[src/rtl/dsi_pkg.sv]
// Shared DSI CRC definitions.
// Holds the reflected CRC-16 polynomial, the default seed, the packet-engine
// FSM state type, and a single reflected 8-bit CRC step. The ECC/CRC
// checkers reuse the step function.
package dsi_pkg;

  // Reflected form of x^16 + x^12 + x^5 + 1.
  localparam logic [15:0] DSI_CRC_POLY_REFL = 16'h8408;
  localparam logic [15:0] DSI_CRC_SEED      = 16'hFFFF;

  typedef enum logic [0:0] {
    StIdle = 1'b0,
    StPkt  = 1'b1
  } crc_state_e;

  // One byte folded into the CRC, bit 0 first.
  function automatic logic [15:0] dsi_crc_byte(input logic [15:0] crc,
                                               input logic [7:0]  data_byte);
    logic [15:0] c;
    c = crc;
    for (int i = 0; i < 8; i++) begin
      if (c[0] ^ data_byte[i]) begin
        c = (c >> 1) ^ DSI_CRC_POLY_REFL;
      end else begin
        c = c >> 1;
      end
    end
    return c;
  endfunction

endpackage

[src/rtl/dsi_crc_fold.sv]
// Combinational multi-byte CRC fold.
// Folds bytes 0..nbytes-1 of a BYTES-wide beat into crc_in, byte 0 first.
// Ports:
//   crc_in  - CRC before the beat
//   data    - beat data, byte i at data[8i+7:8i]
//   nbytes  - number of leading bytes to fold; values above BYTES fold BYTES
//   crc_out - CRC after the beat
module dsi_crc_fold
  import dsi_pkg::*;
#(
  parameter int unsigned BYTES = 8
) (
  input  logic [15:0]                  crc_in,
  input  logic [8*BYTES-1:0]           data,
  input  logic [$clog2(BYTES+1)-1:0]   nbytes,
  output logic [15:0]                  crc_out
);

  // The loop bound is BYTES, so an oversized nbytes clamps naturally.
  always_comb begin
    crc_out = crc_in;
    for (int unsigned i = 0; i < BYTES; i++) begin
      if (i < 32'(nbytes)) begin
        crc_out = dsi_crc_byte(crc_out, data[8*i +: 8]);
      end
    end
  end

endmodule

[src/rtl/dsi_crc_stream.sv]
// Streaming DSI packet CRC-16 engine.
// Computes the reflected CRC-16 (seed SEED, no final XOR) over BYTES bytes per
// beat with packet framing, a partial last beat, residue check mode and
// protocol-error flagging.
// Ports:
//   clk, reset  - clock, asynchronous active-high reset
//   en          - beat valid
//   sop, eop    - first / last beat of packet (qualified by en)
//   nbytes      - valid byte count on the eop beat
//   check       - sampled on sop: packet carries its received CRC (check mode)
//   data        - beat bytes, byte 0 first on the wire
//   crc         - registered running CRC
//   busy        - inside a packet
//   done        - one-cycle pulse after the eop beat
//   crc_ok      - with done: residue is zero in check mode
//   err         - one-cycle protocol-error pulse
//   crc_final   - CRC captured on the eop beat
module dsi_crc_stream
  import dsi_pkg::*;
#(
  parameter int unsigned BYTES = 8,
  parameter logic [15:0] SEED  = DSI_CRC_SEED
) (
  input  logic                         clk,
  input  logic                         reset,
  input  logic                         en,
  input  logic                         sop,
  input  logic                         eop,
  input  logic [$clog2(BYTES+1)-1:0]   nbytes,
  input  logic                         check,
  input  logic [8*BYTES-1:0]           data,
  output logic [15:0]                  crc,
  output logic                         busy,
  output logic                         done,
  output logic                         crc_ok,
  output logic                         err,
  output logic [15:0]                  crc_final
);

  localparam int unsigned NbW = $clog2(BYTES + 1);

  crc_state_e state_q, state_d;

  logic [15:0] crc_q;
  logic [15:0] crc_final_q;
  logic        mode_q;
  logic        done_q;
  logic        crc_ok_q;
  logic        err_q;

  // Beat decode produced by the FSM output process.
  logic        fold_en;
  logic        pkt_start;
  logic        pkt_end;
  logic        proto_err;

  logic        mode_eff;
  logic [15:0] fold_base;
  logic [NbW-1:0] fold_cnt;
  logic [15:0] fold_out;

  // State register.
  always_ff @(posedge clk or posedge reset) begin
    if (reset) begin
      state_q <= StIdle;
    end else begin
      state_q <= state_d;
    end
  end

  // Next-state logic. A sop inside a packet restarts it in place.
  always_comb begin
    state_d = state_q;
    case (state_q)
      StIdle: if (en && sop && !eop) state_d = StPkt;
      StPkt:  if (en && eop)         state_d = StIdle;
      default: state_d = StIdle;
    endcase
  end

  // Output decode for the current beat.
  always_comb begin
    fold_en   = 1'b0;
    pkt_start = 1'b0;
    pkt_end   = 1'b0;
    proto_err = 1'b0;
    case (state_q)
      StIdle: begin
        if (en) begin
          if (sop) begin
            fold_en   = 1'b1;
            pkt_start = 1'b1;
            pkt_end   = eop;
          end else begin
            // Stray beat outside a packet is dropped.
            proto_err = 1'b1;
          end
        end
      end
      StPkt: begin
        if (en) begin
          fold_en   = 1'b1;
          pkt_start = sop;
          proto_err = sop;
          pkt_end   = eop;
        end
      end
      default: ;
    endcase
  end

  // A starting beat uses its own check bit; later beats use the latched mode.
  assign mode_eff  = pkt_start ? check : mode_q;
  assign fold_base = pkt_start ? SEED : crc_q;
  assign fold_cnt  = eop ? nbytes : NbW'(BYTES);

  dsi_crc_fold #(
    .BYTES (BYTES)
  ) u_fold (
    .crc_in  (fold_base),
    .data    (data),
    .nbytes  (fold_cnt),
    .crc_out (fold_out)
  );

  always_ff @(posedge clk or posedge reset) begin
    if (reset) begin
      crc_q       <= SEED;
      crc_final_q <= SEED;
      mode_q      <= 1'b0;
      done_q      <= 1'b0;
      crc_ok_q    <= 1'b0;
      err_q       <= 1'b0;
    end else begin
      if (fold_en)   crc_q       <= fold_out;
      if (pkt_start) mode_q      <= check;
      if (pkt_end)   crc_final_q <= fold_out;
      done_q   <= pkt_end;
      crc_ok_q <= pkt_end && mode_eff && (fold_out == 16'h0000);
      err_q    <= proto_err;
    end
  end

  assign crc       = crc_q;
  assign crc_final = crc_final_q;
  assign busy      = (state_q == StPkt);
  assign done      = done_q;
  assign crc_ok    = crc_ok_q;
  assign err       = err_q;

endmodule

[config.mk]
export PLATFORM = sky130hd
export DESIGN_NAME = dsi_crc_stream
export DESIGN_NICKNAME = d
export VERILOG_FILES = /design/src/rtl/dsi_pkg.sv /design/src/rtl/dsi_crc_fold.sv /design/src/rtl/dsi_crc_stream.sv
export SDC_FILE = /design/constraint.sdc
export NUM_CORES = 1
export LEC_CHECK = 0
export CAP_MARGIN = 20
export CORE_MARGIN = 10
export CORE_UTILIZATION = 52
export DETAILED_ROUTE_END_ITERATION = 16
export GPL_ROUTABILITY_DRIVEN = 0
export GPL_TIMING_DRIVEN = 0
export PLACE_DENSITY_LB_ADDON = 0.2
export SYNTH_ARGS = -nofsm -noshare
export SYNTH_HDL_FRONTEND = slang
export SYNTH_SLANG_ARGS = --single-unit
[constraint.sdc]
create_clock -name clk -period 6.5 [get_ports clk]
set_input_delay 1.3 -clock clk [delete_from_list [all_inputs] [get_ports clk]]
set_output_delay 1.3 -clock clk [all_outputs]
set_load 0.1 [all_outputs]
## Yosys cells after proc, flatten, opt, wreduce, memory -nomap -nowiden

Index checks and enable logic that the tools add are counted.

- Bitwise logic cells: 129
- Reductions and logical operators: 7
- Muxes and demuxes: 147
- Magnitude comparators: 8

Operators with widths:

| cell | number |
|---|---|
| 16-bit two-way mux | 129 |
| 2-bit NOT with 3-bit output | 64 |
| 1-bit bitwise XOR | 64 |
| 16-bit zero test | 1 |
| 3-bit by 4-bit < comparator with 1-bit output (first input constant) | 4 |
| 1-bit two-way mux | 12 |
| 1-bit case mux with 2 select lines | 5 |
| 1-bit by 4-bit < comparator with 1-bit output (first input constant) | 2 |
| 2-bit by 4-bit < comparator with 1-bit output (first input constant) | 2 |
| 1-bit logical AND | 5 |
| 4-bit two-way mux | 1 |
| 1-bit zero test | 1 |
| 1-bit NOT | 1 |

- Word-level logic and storage cells: 298
- Register bits: 37
- Input port bits: 74
- Output and inout port bits: 36

## Depth between registers and ports, before layout

Gate-level depths: netlist (run 1).

- Depth after elaboration: 198
- Gate-level depth with buffers: 28
- Mapped depth without buffers: 24

## Hierarchy

A second synthesis (run 1) with hierarchy kept.

- Cell total of the unflattened synthesis: 807
- Area total of the unflattened synthesis: 7319.5 um^2

Modules (own cells, without submodules):

| module | instances | area an instance (um^2) | cells each | sequential area each (um^2) |
|---|---|---|---|---|
| dsi_crc_fold | 1 | 5698.0 | 698 | 0.0 |
| dsi_crc_stream | 1 | 1621.6 | 109 | 965.9 |

## Worst setup path before layout (run 1)

No wires, ideal clock.

- Path kind: input to register
- Start point: input nbytes[2]
- End point: register crc_ok_q (netlist: crc_ok)
- Path slack: -1.366 ns
- Buffers on the path: 2
- Setup time: 0.095 ns
- Stages on the path: 25
- Arrival time: 7.771 ns
- Data required time: 6.405 ns
- Cell sequence: or3b_1 -> buf_2 -> o2111a_1 -> o31a_1 -> or3_4 -> a2111oi_4 -> nor2_2 -> xnor2_2 -> xnor3_1 -> mux2i_1 -> o31a_2 -> or2_1 -> buf_2 -> xnor3_1 -> and2_4 -> mux2_4 -> or4_4 -> o211a_1 -> or3_4 -> a31oi_4 -> xnor2_2 -> xnor3_1 -> o21ai_2 -> o2111ai_1 -> nor4b_2

- Word-level cells in the longest chain between the ends: 131
- Elaborated cells on any way between the ends: 236
- Those cells by class: 8 x order compare; 114 x mux; 112 x bitwise; 2 x reduce/logical

RTL lines:

| item | RTL line | RTL |
|---|---|---|
| start, declared | dsi_crc_stream.sv:29 | `input logic [$clog2(BYTES+1)-1:0] nbytes,` |
| 4-bit two-way mux * | dsi_crc_stream.sv:115 | `assign fold_cnt = eop ? nbytes : NbW'(BYTES);` |
| 1-bit by 4-bit < comparator with 1-bit output | dsi_crc_fold.sv:23 | `if (i < 32'(nbytes)) begin` |
| 16-bit two-way mux | dsi_crc_fold.sv:23 |  |
| 1-bit bitwise XOR (tied with other cells) | dsi_pkg.sv:22 | `if (c[0] ^ data_byte[i]) begin` |
| 16-bit two-way mux (on tied branches) | dsi_pkg.sv:22, dsi_crc_fold.sv:23 |  |
| 16-bit two-way mux (tied with other cells) | dsi_crc_fold.sv:23 |  |
| 16-bit two-way mux (on tied branches) | dsi_pkg.sv:22, dsi_crc_fold.sv:23 |  |
| 16-bit two-way mux (tied with other cells) | dsi_crc_fold.sv:23 |  |
| [115 not listed] | - |  |
| 16-bit two-way mux (on tied branches) | dsi_pkg.sv:22, dsi_crc_fold.sv:23 |  |
| 16-bit two-way mux (tied with other cells) | dsi_crc_fold.sv:23 |  |
| 16-bit two-way mux (on tied branches) | dsi_pkg.sv:22, dsi_crc_fold.sv:23 |  |
| 16-bit two-way mux (tied with other cells) | dsi_crc_fold.sv:23 |  |
| 16-bit two-way mux | dsi_pkg.sv:22 |  |
| 16-bit two-way mux * | dsi_crc_fold.sv:23 |  |
| 16-bit zero test * | dsi_crc_stream.sv:139 | `crc_ok_q <= pkt_end && mode_eff && (fold_out == 16'h0000);` |
| 1-bit logical AND * | dsi_crc_stream.sv:139 |  |
| end signal, assigned | dsi_crc_stream.sv:139 |  |
| end, declared | dsi_crc_stream.sv:48 | `logic crc_ok_q;` |

Mark *: on every way between the ends. The rest lies on a longest branch, timed or not. The select of a mux whose other input is x is not followed.
A chain may end at the register's enable or synchronous reset.

## Worst setup path in the final report (run 1)

- Start point: input nbytes[1]
- End point: register crc_ok_q (netlist: crc_ok)

The elaborated chain is that of the path after synthesis.

==> results of run 1 <==
-- stage by stage --
stage | hold WS, ns | cells | setup slack, ns | utilization [%] | area, um2
final | 0.473 | 1455 | -1.83 | 87.2 | 13200
after global routing | 0.494 | 1455 | -2.01 | 87.2 | 13200
after CTS | 0.467 | 1387 | -1.52 | 78.3 | 11900
after detailed placement | 0.460 | 1248 | -2.60 | 63.2 | 9580
after global placement | 0.453 | 1247 | -2.58 | 63.1 | 9560
after floorplan | 0.441 | 955 | -1.01 | - | 8280
-- worst max-delay path: cells and delay by family --
family                    cells  cell delay (ns)
AOI/OAI and AO/OA             9             2.05
and+or+nand+nor               5             1.92
buffers and inverters         5             0.71
xor gates and xnor gates     10             2.46
-- layer usage --
metal / track usage [%] / vias to the layer above
li1: - / 4069
met2: 48.7 / 909
met3: 4.49 / 305
met4: 14.1 / 0
met5: 0 / -
met1: 34.7 / 4748
-- synthesized netlist by cell type, types with 13 or more instances --
library cell	n	area (um2)
a211oi_1	15	113
a21oi_1	40	200
buf_2	17	85.1
clkbuf_1	28	105
dfstp_2	32	841
mux2i_1	24	240
nand2_1	107	402
nand3_1	17	85.1
nand4_1	13	81.3
nor2_1	63	236
nor3_1	17	85.1
o211ai_1	20	150
o21ai_0	81	405
or3_1	16	100
xnor2_1	120	1050
xnor2_2	17	277
xnor3_1	32	721
xor2_1	63	552
-- layout make-up --
type | count | area share, %
sequential | 37 | 7.31
inverter | 10 | 0.284
multi-input combinational | 855 | 66.7
tap | 188 | 1.78
buffer | 50 | 2.10
timing repair buffer | 307 | 20.7
clock buffer | 8 | 1.11
-- logic make-up (layout without fill, tap and decap cells) --
| group | Yosys count | after routing |
|---|---|---|
| AND/OR/NAND/NOR | 315 | 315 |
| AO/OA/AOI/OAI | 261 | 261 |
| XOR/XNOR | 246 | 246 |
| buffers and inverters | 63 | 375 |
| flip-flops | 37 | 37 |
| multiplexers | 33 | 33 |
-- worst max-delay path by stage --
stage / start / to / slack (ns) / depth (start not counted)
finish: nbytes[1] / crc_ok / -1.83 / 29
global placement: nbytes[0] / crc_ok / -2.58 / 24
CTS: nbytes[3] / crc_ok / -1.52 / 27
global route: nbytes[1] / crc_ok / -2.01 / 29
detailed placement: nbytes[2] / crc_ok / -2.60 / 26
floorplan: nbytes[2] / crc_ok / -1.01 / 25
-- placed cells by master (no fill, tap or decap), types with 13 or more instances in the layout --
cell type and n:
o21ai_2 19, buf_6 26, nand3_1 14, clkbuf_1 26, dfstp_2 32, o21ai_0 34, clkdlybuf4s50_1 91, xnor2_1 64
nand4_1 13, a21oi_1 22, xnor2_4 27, o21ai_1 32, xnor2_2 50, buf_4 178, xor2_2 19, nand2_1 98
xor2_1 37, nor2_1 50, o211ai_1 20, a21oi_2 17, xnor3_1 26
-- sequential cells by signal, summed over array words and instances (netlist names) --
register / flops
busy: 1
crc: 16
crc_final: 16
crc_ok: 1
done: 1
err: 1
mode_q: 1
-- timing repair --
item / 4_1_cts / 5_1_grt
gates cloned: 1 / 0
setup buffers: 132 / 72
endpoints found under the setup margin: 33 / 33
gates resized for setup: 244 / 163
pin swaps: 88 / 104
==> results.sh, run 1 <==
export IMPL_status="finished with violations"
export IMPL_violations="setup timing"
export IMPL_die_area_um2=20700
export IMPL_ys_seq_area_share_pct=12.1
export IMPL_totalWireLength_um=38100
export IMPL_synthCells=955
export IMPL_fin_crit_sh_pct=128
export IMPL_clkTransAtPathRegs_ns=0.06
export IMPL_multi_input_area_um2=8810
export IMPL_highest_layer="met4"
export IMPL_synthSimpleGateAreaFrac_pct=20.4
export IMPL_fp_row_count=45
export IMPL_hold_buffers=0
export IMPL_worst_setup_path_end_kind="flop"
export IMPL_grt_max_degree=24
export IMPL_routedWlPerCell_um=26.2
export IMPL_synthMuxAreaShare_pct=4.83
export IMPL_rsz0062_at_grt="true"
export IMPL_layout_drive_gt1_share_pct=45.8
export IMPL_whs_path_depth=2
export IMPL_register_area_um2=966
export IMPL_setup_ws_ns=-1.83
export IMPL_fin_nets=1340
export IMPL_initial_core_util_pct=52.7
export IMPL_drt_first_pass_iters=6
export IMPL_critPathMaxFanout=3
export IMPL_finalClockSkew_ns=0.00432
export IMPL_drv_slew=0
export IMPL_via_count=10000
export IMPL_io_buffers=104
export IMPL_rr_endpoint="crc_ok"
export IMPL_synth_seq_cells=37
export IMPL_grt_overflow=0
export IMPL_yosys_area_share_adder_pct=0
export IMPL_r2r_cells=29
export IMPL_worst_setup_path_type="input port to flop"
export IMPL_synth_top_family_by_area="XOR/XNOR gates"
export IMPL_synth_compound_area_share_pct=22.8
export IMPL_wl_met1_um=13400
export IMPL_synthToLayoutAreaGrowth_pct=65.4
export IMPL_synth_ff_type="dfstp_2"
export IMPL_cp_start_kind="input port"
export IMPL_synth_distinct_cells=100
export IMPL_hpwl_um=20900
export IMPL_tightest_slew_ns=1.01
export IMPL_rr_startpoint="crc[0]"
export IMPL_worst_path_max_delay_cell="or4_4"
export IMPL_cts_tree="built"
export IMPL_yosysWarnings=0
export IMPL_finalSetupViolCount=33
export IMPL_ff2ff_setup_slack_ns=-1.44
export IMPL_holdPathEnd="crc_final[7]"
export IMPL_finalCriticalPeriod_ns=8.33
export IMPL_route_met3_wl_um=3750
export IMPL_syn_area_per_cell_um2=8.36
export IMPL_viasPerCell=6.89
export IMPL_drt_initial_drc_count=1605
export IMPL_ant_nets=0
export IMPL_grt_pass1_vias=9013
export IMPL_n_fill_cell=645
export IMPL_timing_setup_tns_ns=-40.70
export IMPL_min_from="crc_final[7]"
export IMPL_grt_util_all_layers_pct=28.8
export IMPL_syn_area_um2=7990
export IMPL_cts_htree_levels=2
export IMPL_grt_pass1_wl_um=47700
export IMPL_dieHeight_um=144
export IMPL_max_freq_mhz=120
export IMPL_cp_arrival_ns=8.49
export IMPL_pin_count=110
export IMPL_numCtsBuffers=5
export IMPL_insertion_delay_ns=0.28
export IMPL_synth_xor_xnor_area_share_pct=36.5
export IMPL_drc=0
export IMPL_cap_violations=0
export IMPL_synth_nets=1029
export IMPL_hold_class="flop to flop"
export IMPL_diodes=0
export IMPL_dieWidth_um=144
export IMPL_slew_headroom_pct=32.7
export IMPL_critical_path_max_stage_delay_ns=0.54
export IMPL_met2WireLength_um=18100
export IMPL_synth_edff_count=0
export IMPL_cts_sinks=37
export IMPL_clockBufferDepth=2
export IMPL_clock_root_buffer="clkbuf_16"
export IMPL_core_um2=15100
export IMPL_cp_required_ns=6.66
export IMPL_synthArstFlopShare_pct=100
export IMPL_hold_viol_final=0
export IMPL_antenna_found_initial=1
Power of run 1 is left out: the tool's default activity adds up to more than one toggle a clock period on the data nets, which glitch-free logic cannot reach.
==> run 2, diff against run 1 <==
CORE_UTILIZATION = 62   (was 52)
CTS_CLUSTER_DIAMETER = 50   (was not set)
clock period = 10.1 ns   (was 6.5 ns; I/O delays follow)
==> run 2 against run 1 <==
The flow now finishes without violations. Clock-buffer cell count fell by 3. Core utilization fell by 12 points. Critical path depth fell by 3. Via count fell by 20%. Die area fell by 14%. Wire length fell by 33%. Register-to-register slack improved by 3.5 ns. Flip-flop and latch count did not move. Highest routed layer unchanged.
==> results.sh, run 2 (synthesis gave the netlist of run 1 again) <==
export IMPL_status="finished, final reports clean"
export IMPL_finalCriticalPeriod_ns=9.76
export IMPL_insertion_delay_ns=0.28
export IMPL_hold_class="flop to flop"
export IMPL_grt_pass1_vias=7743
export IMPL_final_common_cell="xnor2_1"
export IMPL_cts_htree_levels=2
export IMPL_drt_first_pass_iters=5
export IMPL_initial_core_util_pct=63.3
export IMPL_worstSetupStartpoint="nbytes[0]"
export IMPL_worst_setup_path_type="input port to flop"
export IMPL_cp_arrival_ns=9.94
export IMPL_grt_util_all_layers_pct=27.5
export IMPL_cp_top_family="compound AO/OA/AOI/OAI gates"
export IMPL_drc=0
export IMPL_finalSetupViolCount=0
export IMPL_drv_slew=0
export IMPL_via_count=8026
export IMPL_holdWs_ns=0.487
export IMPL_critPathBufInv=2
export IMPL_layout_drive_gt1_share_pct=14.4
export IMPL_routedWlPerCell_um=20.5
export IMPL_tightest_slew_ns=1.02
export IMPL_clkTransAtPathRegs_ns=0.05
export IMPL_min_from="crc_final[9]"
export IMPL_dieWidth_um=133
export IMPL_place_area_um2=9270
export IMPL_synthToLayoutAreaGrowth_pct=19.4
export IMPL_dieHeight_um=133
export IMPL_rsz0062_at_grt="false"
export IMPL_max_freq_mhz=102
export IMPL_slew_headroom_pct=31.6
export IMPL_drt_initial_drc_count=969
export IMPL_fin_area_um2=9530
export IMPL_highest_layer="met4"
export IMPL_cp_required_ns=10.28
export IMPL_fp_row_count=41
export IMPL_grt_pass1_wl_um=40600
export IMPL_ant_nets=0
export IMPL_setup_ws_ns=0.339
export IMPL_pin_count=110
export IMPL_grt_overflow=0
export IMPL_fin_nets=1145
export IMPL_met2WireLength_um=12200
export IMPL_diodes=0
export IMPL_die_area_um2=17800
export IMPL_io_buffers=104
export IMPL_final_cell_mix="xnor2_1, nand2_1, clkdlybuf4s50_1, o21ai_0, nor2_1"
export IMPL_clock_root_buffer="clkbuf_16"
export IMPL_worst_path_max_delay_cell="clkdlybuf4s50_1"
export IMPL_finalClockSkew_ns=0.00606
export IMPL_cap_violations=0
export IMPL_grt_max_degree=23
export IMPL_cts_sinks=37
export IMPL_wl_met1_um=10200
export IMPL_critPathMostFrequentCell="xnor2_1"
export IMPL_clockBufferDepth=2
export IMPL_cp_start_kind="input port"
export IMPL_core_um2=12600
export IMPL_post_place_ws_ns=-0.0704
export IMPL_antenna_found_initial=0
export IMPL_critical_path_max_stage_delay_ns=0.64
export IMPL_critPathMaxFanout=10
export IMPL_viasPerCell=6.45
export IMPL_fin_crit_sh_pct=96.6
export IMPL_cts_tree="built"
export IMPL_worst_setup_path_end_kind="flop"
export IMPL_hpwl_um=20200
export IMPL_rr_startpoint="crc[0]"
export IMPL_hold_viol_final=0
export IMPL_timing_setup_tns_ns=0
export IMPL_route_met3_wl_um=2270
export IMPL_numCtsBuffers=5
export IMPL_totalWireLength_um=25500
-- run 2: changes by cell type in the layout (fill, tap and decap cells not counted), sizes merged --
| cell | delta |
|---|---|
| dlymetal6s2s | -2 |
| dlygate4sd2 | -2 |
| clkinvlp | +1 |
| clkdlybuf4s50 | +13 |
| clkinv | +2 |
| bufbuf | -1 |
| buf | -199 |
| clkbuf | -7 |
-- run 2: worst paths after layout --
check	slack [ns]	end	cells after the start
hold / removal	0.49	crc_final[9]	2
setup / recovery	0.34	crc_ok	26
min in group asynchronous	2.13	crc_ok	2
max in group asynchronous	7.37	crc[6]	3
hold reg to reg	0.49	crc_final[9]	2
setup reg to reg	2.06	crc_ok	25
-- run 2: what timing repair did --
action,4_1_cts,5_1_grt
hold buffers,0,0
gates resized for setup,0,17
setup buffers,0,4
endpoints found under the setup margin,0,1
endpoints found under the hold margin,0,0
-- run 2: tightest hold or removal path, stage by stage, from the launching register on --
cell     delay [ns]
dfstp_2        0.36
nand2_1        0.04
o21ai_0        0.07
-- run 2: layout make-up --
type | count | area, um2
Buffer | 53 | 234
Clock inverter | 3 | 17.5
Fill cell | 995 | 3090
Multi-Input combinational cell | 855 | 6840
Tap cell | 172 | 215
Timing Repair Buffer | 109 | 1100
Sequential cell | 37 | 966
Clock buffer | 5 | 125
Inverter | 10 | 37.5
-- run 2: layer usage --
layer / vias up / track usage, %
met5: - / 0
li1: 3686 / -
met3: 77 / 3.72
met2: 454 / 45.9
met4: 0 / 8.77
met1: 3809 / 35.8
-- run 2: through the flow --
| stage | util [%] | cells |
|---|---|---|
| floorplan | - | 955 |
| global placement | 73.2 | 1231 |
| detailed placement | 73.5 | 1232 |
| CTS | 74.6 | 1240 |
| global route | 75.5 | 1244 |
| finish | 75.5 | 1244 |
Power of run 2 is left out for the same reason.
